--- src/rtl/mem_stage.sv ---
// MIPS memory stage: holds one instruction until its data-SRAM response arrives, then aligns/extends load data for write-back.
// Mem ops leave in their data_ok cycle, others one cycle after entry; while write-back stalls the response is buffered and ms_allowin drops.
module mem_stage #(
  parameter int ES_TO_MS_BUS_WD = 140,
  parameter int MS_TO_WS_BUS_WD = 130
) (
  input  logic                       clk,
  input  logic                       reset,
  input  logic                       flush,
  input  logic                       ws_allowin,
  output logic                       ms_allowin,
  input  logic                       es_to_ms_valid,
  input  logic [ES_TO_MS_BUS_WD-1:0] es_to_ms_bus,
  output logic                       ms_to_ws_valid,
  output logic [MS_TO_WS_BUS_WD-1:0] ms_to_ws_bus,
  output logic [9:0]                 stall_ms_bus,
  output logic [32:0]                forward_ms_bus,
  output logic                       ms_exc_eret,
  output logic                       ms_entryhi_stall,
  input  logic                       data_sram_data_ok,
  input  logic [31:0]                data_sram_rdata
);

  typedef struct packed {
    logic lw;
    logic lb;
    logic lbu;
    logic lh;
    logic lhu;
    logic lwl;
    logic lwr;
  } load_t;

  typedef struct packed {
    logic        tlbr;
    logic        tlbwi;
    logic        tlbp;
    logic [31:0] cp0_index_wdata;
    logic        store_op;
    logic        bd;
    logic        exc;
    logic [7:0]  exc_type;
    logic        eret;
    logic        cp0_wen;
    logic        res_from_cp0;
    logic [7:0]  cp0_addr;
    logic        res_from_mem;
    load_t       inst_load;
    logic [4:0]  ld_extd_op;
    logic        gr_we;
    logic [4:0]  dest;
    logic [31:0] alu_result;
    logic [31:0] pc;
  } es_bus_t;

  typedef struct packed {
    logic        tlbr;
    logic        tlbwi;
    logic        tlbp;
    logic [31:0] cp0_index_wdata;
    logic        bd;
    logic        exc;
    logic [7:0]  exc_type;
    logic        eret;
    logic        cp0_wen;
    logic        res_from_cp0;
    logic [7:0]  cp0_addr;
    logic        gr_we;
    logic [3:0]  rf_wmask;
    logic [4:0]  dest;
    logic [31:0] final_result;
    logic [31:0] pc;
  } ws_bus_t;

  es_bus_t     es_bus;
  es_bus_t     ms_bus;
  ws_bus_t     ws_bus;
  logic        ms_valid;
  logic        buf_valid;
  logic [31:0] rdata_buf;
  logic [1:0]  discard_cnt;
  logic [1:0]  discard_cnt_nxt;

  logic        mem_op;
  logic        es_mem_op;
  logic        rsp_live;
  logic        ms_ready_go;
  logic        accept;
  logic        handoff;
  logic        wait_st;
  logic        discard_inc;
  logic        discard_dec;
  logic        buf_load;
  logic        fwd_valid;

  logic [31:0] ld_word;
  logic [1:0]  n;
  logic [7:0]  byte_sel;
  logic [15:0] half_sel;
  logic [31:0] final_result;
  logic [3:0]  rf_wmask;
  logic        unused_ld_extd;

  assign es_bus    = es_to_ms_bus;
  assign mem_op    = ms_bus.res_from_mem || ms_bus.store_op;
  assign es_mem_op = es_bus.res_from_mem || es_bus.store_op;

  // A response only belongs to the held entry once every orphaned response has drained.
  assign rsp_live       = data_sram_data_ok && (discard_cnt == 2'd0);
  assign ms_ready_go    = !mem_op || buf_valid || rsp_live;
  assign ms_allowin     = !ms_valid || (ms_ready_go && ws_allowin);
  assign ms_to_ws_valid = ms_valid && ms_ready_go;
  assign accept         = es_to_ms_valid && ms_allowin;
  assign handoff        = ms_to_ws_valid && ws_allowin;
  assign wait_st        = ms_valid && mem_op && !buf_valid;
  assign buf_load       = wait_st && rsp_live && !ws_allowin && !flush;

  // Killing a waiting entry (whose response is not arriving now) or an entry accepted
  // under flush leaves one issued request whose response must be thrown away.
  assign discard_inc = flush && ((wait_st && !rsp_live) || (accept && es_mem_op));
  assign discard_dec = data_sram_data_ok && (discard_cnt != 2'd0);

  always_comb begin
    discard_cnt_nxt = discard_cnt;
    if (discard_inc && !discard_dec) begin
      discard_cnt_nxt = (discard_cnt == 2'd2) ? 2'd2 : discard_cnt + 2'd1;
    end else if (discard_dec && !discard_inc) begin
      discard_cnt_nxt = discard_cnt - 2'd1;
    end
  end

  always_ff @(posedge clk) begin
    if (reset) begin
      ms_valid    <= 1'b0;
      buf_valid   <= 1'b0;
      discard_cnt <= 2'd0;
    end else begin
      discard_cnt <= discard_cnt_nxt;
      if (flush) begin
        ms_valid <= 1'b0;
      end else if (ms_allowin) begin
        ms_valid <= es_to_ms_valid;
      end
      if (flush || handoff) begin
        buf_valid <= 1'b0;
      end else if (buf_load) begin
        buf_valid <= 1'b1;
      end
    end
  end

  always_ff @(posedge clk) begin
    if (accept) begin
      ms_bus <= es_bus;
    end
    if (buf_load) begin
      rdata_buf <= data_sram_rdata;
    end
  end

  assign ld_word  = buf_valid ? rdata_buf : data_sram_rdata;
  assign n        = ms_bus.alu_result[1:0];
  assign byte_sel = ld_word[{n, 3'b000} +: 8];
  assign half_sel = n[1] ? ld_word[31:16] : ld_word[15:0];

  // Faulting loads pass alu_result through untouched so write-back can report BadVAddr.
  always_comb begin
    final_result = ms_bus.alu_result;
    rf_wmask     = 4'b1111;
    if (ms_bus.res_from_mem && !ms_bus.exc) begin
      if (ms_bus.inst_load.lw) begin
        final_result = ld_word;
      end else if (ms_bus.inst_load.lb) begin
        final_result = {{24{byte_sel[7]}}, byte_sel};
      end else if (ms_bus.inst_load.lbu) begin
        final_result = {24'h0, byte_sel};
      end else if (ms_bus.inst_load.lh) begin
        final_result = {{16{half_sel[15]}}, half_sel};
      end else if (ms_bus.inst_load.lhu) begin
        final_result = {16'h0, half_sel};
      end else if (ms_bus.inst_load.lwl) begin
        final_result = ld_word << {2'd3 - n, 3'b000};
        rf_wmask     = 4'b1111 << (2'd3 - n);
      end else if (ms_bus.inst_load.lwr) begin
        final_result = ld_word >> {n, 3'b000};
        rf_wmask     = 4'b1111 >> n;
      end else begin
        final_result = ld_word;
      end
    end
  end

  assign fwd_valid = ms_valid && ms_ready_go && ms_bus.gr_we && !ms_bus.res_from_cp0
                     && !ms_bus.inst_load.lwl && !ms_bus.inst_load.lwr;

  always_comb begin
    ws_bus.tlbr            = ms_bus.tlbr;
    ws_bus.tlbwi           = ms_bus.tlbwi;
    ws_bus.tlbp            = ms_bus.tlbp;
    ws_bus.cp0_index_wdata = ms_bus.cp0_index_wdata;
    ws_bus.bd              = ms_bus.bd;
    ws_bus.exc             = ms_bus.exc;
    ws_bus.exc_type        = ms_bus.exc_type;
    ws_bus.eret            = ms_bus.eret;
    ws_bus.cp0_wen         = ms_bus.cp0_wen;
    ws_bus.res_from_cp0    = ms_bus.res_from_cp0;
    ws_bus.cp0_addr        = ms_bus.cp0_addr;
    ws_bus.gr_we           = ms_bus.gr_we;
    ws_bus.rf_wmask        = rf_wmask;
    ws_bus.dest            = ms_bus.dest;
    ws_bus.final_result    = final_result;
    ws_bus.pc              = ms_bus.pc;
  end

  assign ms_to_ws_bus     = ws_bus;
  assign forward_ms_bus   = {fwd_valid, final_result};
  assign stall_ms_bus     = {{5{ms_valid && ms_bus.gr_we}}, ms_bus.dest};
  assign ms_exc_eret      = ms_valid && (ms_bus.exc || ms_bus.eret);
  assign ms_entryhi_stall = ms_valid && (ms_bus.tlbr || (ms_bus.cp0_wen && ms_bus.cp0_addr == 8'h50));
  assign unused_ld_extd   = ^ms_bus.ld_extd_op;

endmodule

--- config.mk ---
export PLATFORM = sky130hd
export DESIGN_NAME = mem_stage
export DESIGN_NICKNAME = d
export VERILOG_FILES = /design/src/rtl/mem_stage.sv
export SDC_FILE = /design/constraint.sdc
export NUM_CORES = 1
export LEC_CHECK = 0
export CAP_MARGIN = 15
export CORE_ASPECT_RATIO = 0.7
export CORE_MARGIN = 5
export CORE_UTILIZATION = 60
export CTS_CLUSTER_SIZE = 16
export DETAILED_ROUTE_END_ITERATION = 16
export DONT_BUFFER_PORTS = 1
export PLACE_DENSITY_LB_ADDON = 0.12
export SYNTH_ARGS = -nofsm -noshare
export SYNTH_HDL_FRONTEND = slang
export SYNTH_SLANG_ARGS = --single-unit
--- constraint.sdc ---
create_clock -name clk -period 5.8 [get_ports clk]
set_clock_uncertainty 0.15 [all_clocks]
set_input_delay 0.29 -clock clk [delete_from_list [all_inputs] [get_ports clk]]
set_output_delay 0.29 -clock clk [all_outputs]
set_load 0.1 [all_outputs]
==> flow_metrics.py, run 1 <==
metrics = {
    "logic_synthesis": {
        "syn_nets": 920,
        "syn_avg_cell_area_sq_um": 12.6,
        "ys_seq_area_share_pct": 54.6,
        "synthCells": 739,
        "synth_top_area_cell": "edfxtp_1",
        "async_reset_ff_share_pct": 0,
        "yosys.area.top_type_share_pct": 53.7,
        "synth.distinct_cells": 61,
        "synth_seq_cells": 171,
        "synth_edf_count": 167,
        "ys.flop_type": "edfxtp_1",
        "yosysWarnings": 0,
        "netlist_top_cells_area": "edfxtp_1, buf_4, mux2i_1, mux4_2, mux4_1",
        "synth_area_sq_um": 9340,
    },
    "clocking": {
        "post_cts_resize_count": 0,
        "postCtsHoldBufs": 170,
        "clkSinkCount": 171,
        "clock-root-buffer": "clkbuf_16",
        "clockBufferDepth": 2,
        "cts-buffers-inserted": 17,
        "postCtsSetupBuffers": 0,
        "htree_levels": 4,
    },
    "outcome": {
        "error_line": "[ERROR RSZ-0060] Max buffer count reached.",
        "outcome": "did not finish",
        "stop_stage": "4_1_cts",
    },
    "die": {
        "fp.dieW_um": 159,
        "io_pins": 355,
        "initial_utilization_pct": 60.6,
        "row_count": 38,
        "die_y_um": 114,
    },
    "placed_design": {
        "port_buffers": 0,
        "hpwl_um": 19900,
        "gp_congestion": 0.953,
    },
}
## stage by stage
| step | worst slack [ps] | cell area [sq um] | hold slack [ps] | std cells | utilization (%) |
|---|---|---|---|---|---|
| global placement | 1950 | 9260 | 215 | 810 | 60.1 |
| detailed placement | 1900 | 9340 | 222 | 813 | 60.7 |
| floorplan | 839 | 9340 | 212 | 739 | - |
## logic make-up after synthesis
kind of cell,synth area share [%]
fa+ha+maj,0.402
mux,11.8
xor+xnor,0.0938
flops,54.6
simple gates,6.40
compound gates,13.2
buf+inv,13.6
## cell usage after synthesis (13+ instances only)
master	instances
edfxtp_1	167
buf_4	139
o21ai_0	46
mux2i_1	41
nand2_1	36
nor2_1	25
a21oi_1	24
clkbuf_1	24
o22ai_1	22
nand3_1	18
o22a_1	16
mux2_2	13
mux4_2	13
==> run 2: changes to the inputs <==
- CORE_ASPECT_RATIO: 0.7 -> default
- CORE_UTILIZATION: 60 -> 40
- CTS_CLUSTER_SIZE: 16 -> default
- PLACE_DENSITY_LB_ADDON: 0.12 -> 0.15
==> run 2 against run 1 <==
Net effect:
- the flow now finishes without violations
- synthesized cell count is the same
- area after synthesis is the same
==> flow_metrics.py, run 2 <==
metrics = {
    "sta": {
        "fin_tns_setup_ps": 0,
        "timing.final.crit_share_pct": 76.3,
        "drv_slew": 0,
        "finalHoldViolCount": 0,
        "max_freq_mhz": 226,
        "worstMarginPinSlew_ps": 1370,
        "period_needed_ps": 4420,
        "worst_hold_slack_ps": 93.9,
        "maxSlewHeadroom_pct": 22.2,
        "grt_setup_unrepaired": "no",
        "finalWorstSetupSlack_ps": 1380,
        "finalSetupViolations": 0,
    },
    "logic_synthesis": {
        "syn_avg_cell_area_sq_um": 12.6,
        "synth_seq_cells": 171,
        "synth_top_area_cell": "edfxtp_1",
        "ys.flop_type": "edfxtp_1",
        "synth.distinct_cells": 61,
        "yosysWarnings": 0,
        "netlist_top_cells_area": "edfxtp_1, buf_4, mux2i_1, mux4_2, mux4_1",
        "async_reset_ff_share_pct": 0,
        "yosys.area.top_type_share_pct": 53.7,
        "ys_seq_area_share_pct": 54.6,
        "synth_edf_count": 167,
        "synth_most_common_cell": "edfxtp_1",
        "synth_area_sq_um": 9340,
        "ys_top_cells_by_count": "edfxtp_1, buf_4, o21ai_0",
        "syn_nets": 920,
        "synthCells": 739,
    },
    "placed_design": {
        "preCtsSetupSlack_ps": 1840,
        "dpl.cell_count": 931,
        "gp_congestion": 0.880,
        "dpl_cell_area_sq_um": 9490,
        "hpwl_um": 20500,
        "port_buffers": 0,
    },
    "finish": {
        "utilization_pct": 50.9,
        "area_growth_pct": 26.9,
        "num_antenna_cells": 0,
        "layout_common_cells": "dlygate4sd3_1, edfxtp_1, mux2i_1",
        "drive_gt1_share_pct": 19.4,
        "num-fill-cells": 2040,
        "fin_nets": 984,
        "final_area_sq_um": 11900,
        "largest_register_ffs": 94,
        "mostFrequentLayoutCell": "dlygate4sd3_1",
        "fin_cells": 1135,
    },
    "global_routing": {
        "overflow": 0,
        "grt_pass1_wl_um": 43100,
        "grt_max_degree": 78,
        "grt_antenna_before_repair": 0,
        "grt_use_total_pct": 21.5,
        "grt_pass1_vias": 6890,
    },
    "die": {
        "die-area_sq_um": 26500,
        "initial_utilization_pct": 40.1,
        "die_y_um": 163,
        "row_count": 56,
        "fp.dieW_um": 163,
        "io_pins": 355,
        "core_area_sq_um": 23300,
    },
    "worst_setup_path": {
        "startpoint_type": "flop",
        "critPathMaxFanout": 63,
        "worst-setup-path-type": "reg2out",
        "cp-end-kind": "primary output",
        "crit_arrival_ps": 3980,
        "critical_path.cell_chain": "mux4_2 -> mux2_4 -> a21oi_4 -> and3_4 -> a221oi_4 -> buf_16",
        "critPathSlowestCell": "a221oi_4",
        "max_stage_delay_ps": 1150,
        "crit_required_ps": 5360,
    },
    "clocking": {
        "post_cts_resize_count": 0,
        "path_clk_slew_ps": 90,
        "tritoncts": "built",
        "clk-insertion-delay-late_ps": 430,
        "clkSinkCount": 171,
        "clock-root-buffer": "clkbuf_16",
        "clockBufferDepth": 2,
        "htree_levels": 4,
        "cts-buffers-inserted": 17,
    },
    "routing": {
        "first_pass_iters": 5,
        "wl_per_cell_um": 25.4,
        "drc": 0,
        "antenna_left": 0,
        "vias": 6486,
        "drt_iter0_markers": 541,
        "vias_per_cell": 5.71,
        "wirelength_um": 28900,
    },
    "power": {
        "power_mw": 3.88,
        "p_comb_share_pct": 22.6,
        "internal_power_mw": 2.30,
        "seq_power_share_pct": 45.7,
        "clockPowerShare_pct": 31.8,
        "ir_drop_mv": 0.189,
        "power.leakage_nw": 4.01,
        "p_per_area_nw_per_um2": 327,
        "power_switching_mw": 1.58,
        "p_sw_share_pct": 40.7,
    },
    "outcome": {
        "outcome": "finished, final reports clean",
    },
    "job": {
        "cap_viol_max_count": 0,
    },
    "hold_path": {
        "hold_path_class": "in2reg",
    },
}
-- run 2: cell counts after synthesis --
Identical to the previous run, type by type.
-- run 2: timing repair --
action | in CTS | in global routing
buffers inserted | 0 | 0
hold endpoints to repair | 171 | 0
hold buffers | 172 | 0
setup endpoints to repair | 0 | 0
-- run 2: cell families after synthesis --
kind of cell / Yosys count / share of synthesized area, %
buffers and inverters: 186 / 13.6
AOI/OAI and AO/OA: 180 / 13.2
muxes: 77 / 11.8
and+or+nand+nor: 121 / 6.40
DFF: 171 / 54.6
adders and majority gates: 3 / 0.402
xor gates and xnor gates: 1 / 0.0938
-- run 2: path summary, 6_finish.rpt --
| path | startpoint | end | slack, ps | cells after the start |
|---|---|---|---|---|
| worst max-delay path | buf_valid | ms_to_ws_bus[55] | 1380 | 6 |
| worst min-delay path | data_sram_data_ok | discard_cnt[0] | 90 | 3 |
| worst max register to register | buf_valid | ms_bus[50] | 2200 | 6 |
| worst min register to register | discard_cnt[1] | discard_cnt[1] | 360 | 2 |
-- run 2: area by class of cell --
type                    count  area (sq um)  area share, %
clock buffers              17           425           3.59
multi-input cells         382          3300           27.8
clock inverters            15           218           1.84
flip-flops and latches    171          5100           43.0
inverters                   8          30.0          0.253
well taps                 319           399           3.37
repair buffers            223          2380           20.1
-- run 2: critical path: cells and delay by family (launching register included) --
kind | cells | cell delay (ps)
DFF | 1 | 990
AOI/OAI and AO/OA | 2 | 1280
buffers and inverters | 1 | 260
and+or+nand+nor | 1 | 270
muxes | 2 | 670
-- run 2: routing by layer --
metal,routed length [um],global-route usage (%)
met1,11500,27.4
met2,14200,35.5
met3,2810,7.42
met4,346,4.80
met5,0,0
-- run 2: power groups by stage --
stage	registers (mW)	clock network, mW	logic (mW)
floorplan	1.48	0	0.969
global placement	1.80	0	0.757
detailed placement	1.80	0	0.776
CTS	1.77	1.26	0.874
global route	1.78	1.32	0.912
finish	1.77	1.23	0.874
Power figures use the tool's default switching activity.
